`config.mk`:
```
export PLATFORM = sky130hd
export DESIGN_NAME = status_value_vector
export DESIGN_NICKNAME = d
export VERILOG_FILES = /design/src/rtl/status_value_vector.sv
export SDC_FILE = /design/constraint.sdc
export NUM_CORES = 1
export LEC_CHECK = 0
export CORE_AREA = 2 2 119 121
export CTS_CLUSTER_DIAMETER = 100
export CTS_CLUSTER_SIZE = 40
export DETAILED_ROUTE_END_ITERATION = 6
export DIE_AREA = 0 0 121 123
export HOLD_SLACK_MARGIN = 0.02
export PLACE_DENSITY = 0.82
export SYNTH_ARGS = -nofsm -noshare
export SYNTH_HDL_FRONTEND = slang
export SYNTH_SLANG_ARGS = --single-unit
```
`constraint.sdc`:
```
create_clock -name clk_i -period 5.5 [get_ports clk_i]
set_input_delay 0.825 -clock clk_i [delete_from_list [all_inputs] [get_ports clk_i]]
set_output_delay 0.825 -clock clk_i [all_outputs]
set_load 0.02 [all_outputs]
```
`src/rtl/status_value_vector.sv`:
```
// ---------------------------------------------------------------------------
// status_value_vector
//   A small FIFO ("status vector") with one extra operation: set, which
//   overwrites the newest stored entry in place. Storage is a circular buffer
//   of DEPTH x WIDTH register entries. The entries use a read pointer, a write
//   pointer and an occupancy count.
//
// Parameters
//   DEPTH        number of entries (power of two, >= 2)
//   WIDTH        bits per entry
//
// Ports
//   clk_i        clock, all state updates on the rising edge
//   rsn_i        synchronous active-low reset
//   push_i       append value_i as the newest entry
//   pull_i       remove the oldest entry
//   value_i      value appended on push
//   set_i        overwrite the newest stored entry with set_value_i
//   set_value_i  value written on set
//   value_o      oldest entry (0 when empty)
//   valid_o      at least one entry stored
//   full_o       DEPTH entries stored
//
// All outputs are decoded from registered state only. There is no path from
// any input to any output.
// ---------------------------------------------------------------------------
module status_value_vector #(
    parameter int DEPTH = 32,
    parameter int WIDTH = 4
) (
    input  logic             clk_i,
    input  logic             rsn_i,
    input  logic             push_i,
    input  logic             pull_i,
    input  logic [WIDTH-1:0] value_i,
    input  logic             set_i,
    input  logic [WIDTH-1:0] set_value_i,
    output logic [WIDTH-1:0] value_o,
    output logic             valid_o,
    output logic             full_o
);

    localparam int         AW     = $clog2(DEPTH);
    localparam logic [AW:0] FULL_C = (AW+1)'(DEPTH);

    logic [AW-1:0]    rd_ptr_q, rd_ptr_d;
    logic [AW-1:0]    wr_ptr_q, wr_ptr_d;
    logic [AW:0]      count_q,  count_d;
    logic [WIDTH-1:0] mem_q [DEPTH];

    logic             pull_ok;
    logic             push_ok;
    logic             set_ok;
    logic [AW-1:0]    set_addr;

    // Acceptance rules. A push into a full vector is only possible when a pull
    // frees a slot on the same edge. A pull from an empty vector is ignored,
    // even when a push arrives together with it, so the empty vector is never
    // bypassed. A set needs a stored target. The set is dropped when the
    // target (the only entry) leaves through a simultaneous pull.
    always_comb begin
        pull_ok  = pull_i && (count_q != '0);
        push_ok  = push_i && ((count_q != FULL_C) || pull_ok);
        set_ok   = set_i && (count_q != '0) &&
                   !((count_q == (AW+1)'(1)) && pull_ok);
        // The newest entry present before this edge sits just behind wr_ptr.
        set_addr = wr_ptr_q - AW'(1);
    end

    always_comb begin
        rd_ptr_d = rd_ptr_q;
        wr_ptr_d = wr_ptr_q;
        count_d  = count_q;
        if (pull_ok) begin
            rd_ptr_d = rd_ptr_q + AW'(1);
        end
        if (push_ok) begin
            wr_ptr_d = wr_ptr_q + AW'(1);
        end
        if (push_ok && !pull_ok) begin
            count_d = count_q + (AW+1)'(1);
        end else if (pull_ok && !push_ok) begin
            count_d = count_q - (AW+1)'(1);
        end
    end

    always_ff @(posedge clk_i) begin
        if (!rsn_i) begin
            rd_ptr_q <= '0;
            wr_ptr_q <= '0;
            count_q  <= '0;
        end else begin
            rd_ptr_q <= rd_ptr_d;
            wr_ptr_q <= wr_ptr_d;
            count_q  <= count_d;
        end
    end

    // Storage is not cleared by reset. The pointers and the count alone decide
    // what is visible. The push slot (wr_ptr) and the set slot (wr_ptr-1)
    // never coincide because DEPTH >= 2.
    for (genvar gi = 0; gi < DEPTH; gi++) begin : g_mem
        always_ff @(posedge clk_i) begin
            if (rsn_i) begin
                if (push_ok && (wr_ptr_q == AW'(gi))) begin
                    mem_q[gi] <= value_i;
                end else if (set_ok && (set_addr == AW'(gi))) begin
                    mem_q[gi] <= set_value_i;
                end
            end
        end
    end

    always_comb begin
        valid_o = (count_q != '0);
        full_o  = (count_q == FULL_C);
        value_o = valid_o ? mem_q[rd_ptr_q] : '0;
    end

endmodule

```
After elaboration in Yosys (flattened, before gate mapping)
Memories as Yosys holds them, arrays and structs flattened. A register that Yosys moved wholly into a read port is not among the register bits.
Index checks and enable logic that the tools add are counted.
{ "classes": {"n_addsub": 5, "mul": 0, "n_div": 0, "n_lt_le_gt_ge": 0, "n_eq_ne": 65, "n_shift": 0, "mux": 351, "bitwise_logic": 32, "n_reduce_logical": 109} }
{ "ops": {"columns": ["op", "n"], "rows": [
  ["1-bit two-way mux", 254],
  ["4-bit two-way mux", 63],
  ["5-bit equality test, second input constant", 32],
  ["5-bit two-way mux", 32],
  ["4-bit OR reduction", 30],
  ["5-bit by 4-bit equality test with 1-bit output, second input constant", 16],
  ["1-bit logical AND", 71],
  ["5-bit by 3-bit equality test with 1-bit output, second input constant", 8],
  ["1-bit OR", 32],
  ["5-bit by 2-bit equality test with 1-bit output, second input constant", 4],
  ["6-bit two-way mux", 2],
  ["5-bit by 1-bit adder with 5-bit output, second input constant", 2],
  ["5-bit by 1-bit equality test with 1-bit output, second input constant", 2],
  ["5-bit zero test", 2],
  ["6-bit by 1-bit adder with 6-bit output, second input constant", 1],
  ["6-bit by 1-bit equality test with 1-bit output, second input constant", 1],
  ["6-bit equality test, second input constant", 1],
  ["6-bit inequality test, second input constant", 1],
  ["6-bit nonzero test", 1],
  ["6-bit by 1-bit subtractor with 6-bit output, second input constant", 1],
  ["5-bit by 1-bit subtractor with 5-bit output, second input constant", 1],
  ["1-bit zero test", 3],
  ["2-bit nonzero test", 1],
  ["1-bit logical OR", 1]
]} }
{ "word_totals": {"reg_bits": 16, "latch_bits": 0, "ram_bits": 128, "romBits": 0, "in_bits": 13, "output_inout_bits": 6, "wordCells": 566, "memories": 1} }
{ "memory_table": {"columns": ["memory", "depth", "word_bits", "rd", "rd_clocked_by_memory_dff", "write_ports", "line", "text"], "rows": [
  ["mem_q", 32, 4, 1, 1, 2, "49", "logic [WIDTH-1:0] mem_q [DEPTH];"]
]} }

Longest topological paths before layout
{ "logic_depth": {"word_depth": 27, "depth_mapped": 12, "depth_no_buf": 11} }

Worst setup path after synthesis
OpenSTA, ideal clock, no wires.
{ "synth_timing": {"kind": "register to output", "from": "register with a tool-made name", "to": "output port value_o[0]", "arrival_time_ns": 2.197, "required_time_ns": 4.675, "setup_slack_ns": 2.478, "path_stages_with_launch": 8, "n_path_buf": 3, "cell_sequence": "dfxtp_1 > buf_4 > buf_2 > buf_4 > mux2i_1 > a221oi_1 > o21ai_0 > nor4_1"} }
{ "synth_rtl": {"columns": ["item", "line", "text"], "rows": [
  ["to (decl)", "38", "output logic [WIDTH-1:0] value_o,"]
]} }

==> key figures <==
Critical path
  – Flop2flop setup slack: around 2200 ps
  – Crit path kind: register to output port
  – Worst EP arrival: roughly 3500 ps
  – Crit start category: register
  – WP data required: 4680 ps
  – Worst Setup End Kind: output port
  – Worst Path Max Fanout: 31

Route
  – Drt pass-1 iters: 6
  – ANT nets after route: 0
  – DR vias: ~5500
  – Routed wire length: ~20 mm
  – Residual DRC count: 0
  – 1st-iter DRT viols: around 700
  – DR vias/cell: 6.81
  – Post-DR wirelength/cell: between 20 and 30 um

STA
  – RSZ-0062 raised after global routing: false
  – Worst slew pin tran: roughly 1100 ps
  – Final Skew: ~11 ps
  – Relative slew slack: 28.8%
  – Final setup TNS: 0 ps
  – Final worst slack: ~1200 ps
  – Final setup violation count: 0
  – Tmin final: about 4300 ps
  – Final period util: about four fifths
  – Max Clk Rate: approximately 230 MHz
  – Max-slew violation count: 0
  – Fin. Hold Viols: 0

Placement
  – Routability cong.: about 0.88
  – Port bufs: 18
  – Dpl ws: 1530 ps
  – HPWL Detailed: 12.9 mm

Clock tree
  – CTS Buf Count: 17
  – # clock sinks: about 150
  – CTS tree: yes
  – H-tree depth: 4
  – Post-CTS setup buffers: 0
  – PostCTS Resize Cnt: 0
  – Clock latency on the worst-skew pair: between 400 and 500 ps
  – CTS root buf: clkbuf_16
  – Clock transition at path regs: roughly 60 ps
  – CTS Buffer Depth: 2
  – Post-CTS Hold Buffers: 0

Power
  – Int Power: around 2.5 mW
  – PwrDens: between 300 and 400 mW/mm2
  – LEAKAGE: around 3.2 nW
  – Share of power burned in registers: 39.6%
  – Combinational Power Share: ~25%
  – Sw frac: just under 30%
  – P_sw: 1.01 mW
  – Clock Power Share: approximately a third
  – Max VDD drop: roughly 340 uV
  – Total Power: around 3.5 mW

Cells and area
  – FF/Latch Area: about 0.0043 mm2
  – Multi-input gate area: 0.00397 mm2
  – Antenna Cells: 0
  – Fill cell count: 894
  – Net total in the final layout: between 600 and 700
  – P&R area growth vs syn: 10.5%
  – Share of cells above drive strength 1: a little over a fifth
  – Fin util: between 60% and 70%

Global route
  – Global-route wire length before repair: approximately 32 mm
  – Initial antenna violation count: 0
  – GRT Overall Usage: roughly 29%
  – Overflow after GRT: 0
  – Vias in the first global route: ~5600
  – Pin count of the biggest net entering global routing: 50

Synthesis
  – Syn Inst Count: 612
  – Largest cells by area after synthesis: edfxtp_1 (45%), mux2_1 (14%), mux4_2 (6.9%), dfxtp_1 (4.9%), mux2_4 (4.2%)
  – Yosys Warn Count: 0
  – Synth Register Bits: 149
  – Syn avg cell area: roughly 14 um2
  – Share of synthesized registers carrying an async set or reset: 0%
  – Post-synthesis cell area: 0.00853 mm2
  – Yosys cell types: 53
  – Most common cell in the netlist: edfxtp_1
  – EDFF count, synth: roughly 130
  – Top FF cell, synth: edfxtp_1
  – Synth Net Count: 637
  – Synth top area share: 45.1%
  – Register area share after synthesis: between 50% and 60%
  – Largest area contributor in the netlist: edfxtp_1
  – Post-synth top cells: edfxtp_1 (128), mux2_1 (104), clkbuf_1 (36)

Flow run
  – MaxCap Viol Count: 0

Run status
  – Status: finished, final reports clean

Floorplan
  – Chip Width: around 120 um
  – I/O pin total: 19
  – Core box area: about 0.014 mm2
  – Die footprint: between 0.01 and 0.015 mm2
  – Initial core utilization: 62.6%
  – Die Y: between 100 and 150 um
  – Rows: 43

Worst hold path
  – Hold Crit Class: register to register
[per-layer routing]
layer  GRT usage, %  up-vias  share of wire [%]
met5              0        -                  0
met4           11.9        0                2.5
met3           8.30       62                8.7
met2           47.0      295                 50
met1           36.9     2726                 39
li1               -     2386                  -
[through the flow]
| stage | area (um2) | instances | hold WS, ps |
|---|---|---|---|
| detailed placement | 8770 | 771 | 522 |
| finish | 9420 | 803 | 530 |
| global placement | 8770 | 771 | 497 |
| floorplan | 8530 | 612 | 480 |
| global route | 9420 | 803 | 606 |
| CTS | 9390 | 802 | 531 |
[critical path, stage by stage (launching register included)]
cell	delay, ps
dfxtp_2	980
buf_4	360
mux2i_1	100
a221oi_1	310
o21ai_0	210
nor4_1	420
clkdlybuf4s50_1	680
[state kept, by name, indices dropped and copies added, names as in the netlist, named ones only]
name / cells
rd_ptr_q: 5
wr_ptr_q: 5
count_q: 6
mem_q: 128
[logic make-up (layout without fill, tap and decap cells)]
logic type	Yosys count	after routing	synth area share [%]
mux	172	172	27.1
fa+ha+maj	12	12	1.76
simple gates	115	115	7.32
buf+inv	62	73	3.45
xor+xnor	14	14	1.44
flops	149	149	50.0
compound gates	88	88	8.94
[cell type report]
cell class | instances | area share, %
clock buffers | 18 | 4.56
clock inverters | 13 | 1.99
repair buffers | 32 | 3.24
flip-flops and latches | 149 | 45.3
well taps | 180 | 2.39
multi-input cells | 401 | 42.1
inverters | 10 | 0.399
[worst paths after layout]
| path | startpoint | to | cells after the start |
|---|---|---|---|
| hold reg to reg | rd_ptr_q[1] | register | 2 |
| hold / removal | rd_ptr_q[1] | register | 2 |
| setup / recovery | register | value_o[0] | 6 |
| setup reg to reg | count_q[0] | mem_q[25][1] | 7 |
[power groups by stage]
stage | combinational, mW | clock, mW | sequential [mW]
5_1_grt | 0.938 | 1.28 | 1.40
4_1_cts | 0.828 | 1.24 | 1.40
2_1_floorplan | 0.647 | 0 | 1.35
6_report | 0.875 | 1.23 | 1.38
3_5_place_dp | 0.821 | 0 | 1.43
3_3_place_gp | 0.797 | 0 | 1.42
[placed cells by master (no fill, tap or decap), types with 3 or more instances in the layout]
cell type	n
inv_1	9
clkbuf_16	17
a21oi_1	3
mux4_2	26
bufinv_16	5
nor2_1	10
nand3_1	24
a211o_1	17
ha_1	12
nor4_1	3
a31o_2	7
and2_1	14
o21ai_0	5
edfxtp_1	128
o22ai_1	4
mux2i_1	9
clkdlybuf4s50_1	18
dfxtp_1	20
nand2_1	26
xnor2_1	9
a211oi_2	16
mux2_2	9
xor2_1	5
a31oi_1	5
clkinv_2	3
buf_4	13
mux2_4	24
clkinv_1	4
a221oi_1	3
mux2_1	104
nor3_1	4
nor2b_1	13
nand2b_1	5
nand4_1	5
a21oi_2	3
a211oi_1	7
a31o_1	9
Power figures use the tool's default switching activity.
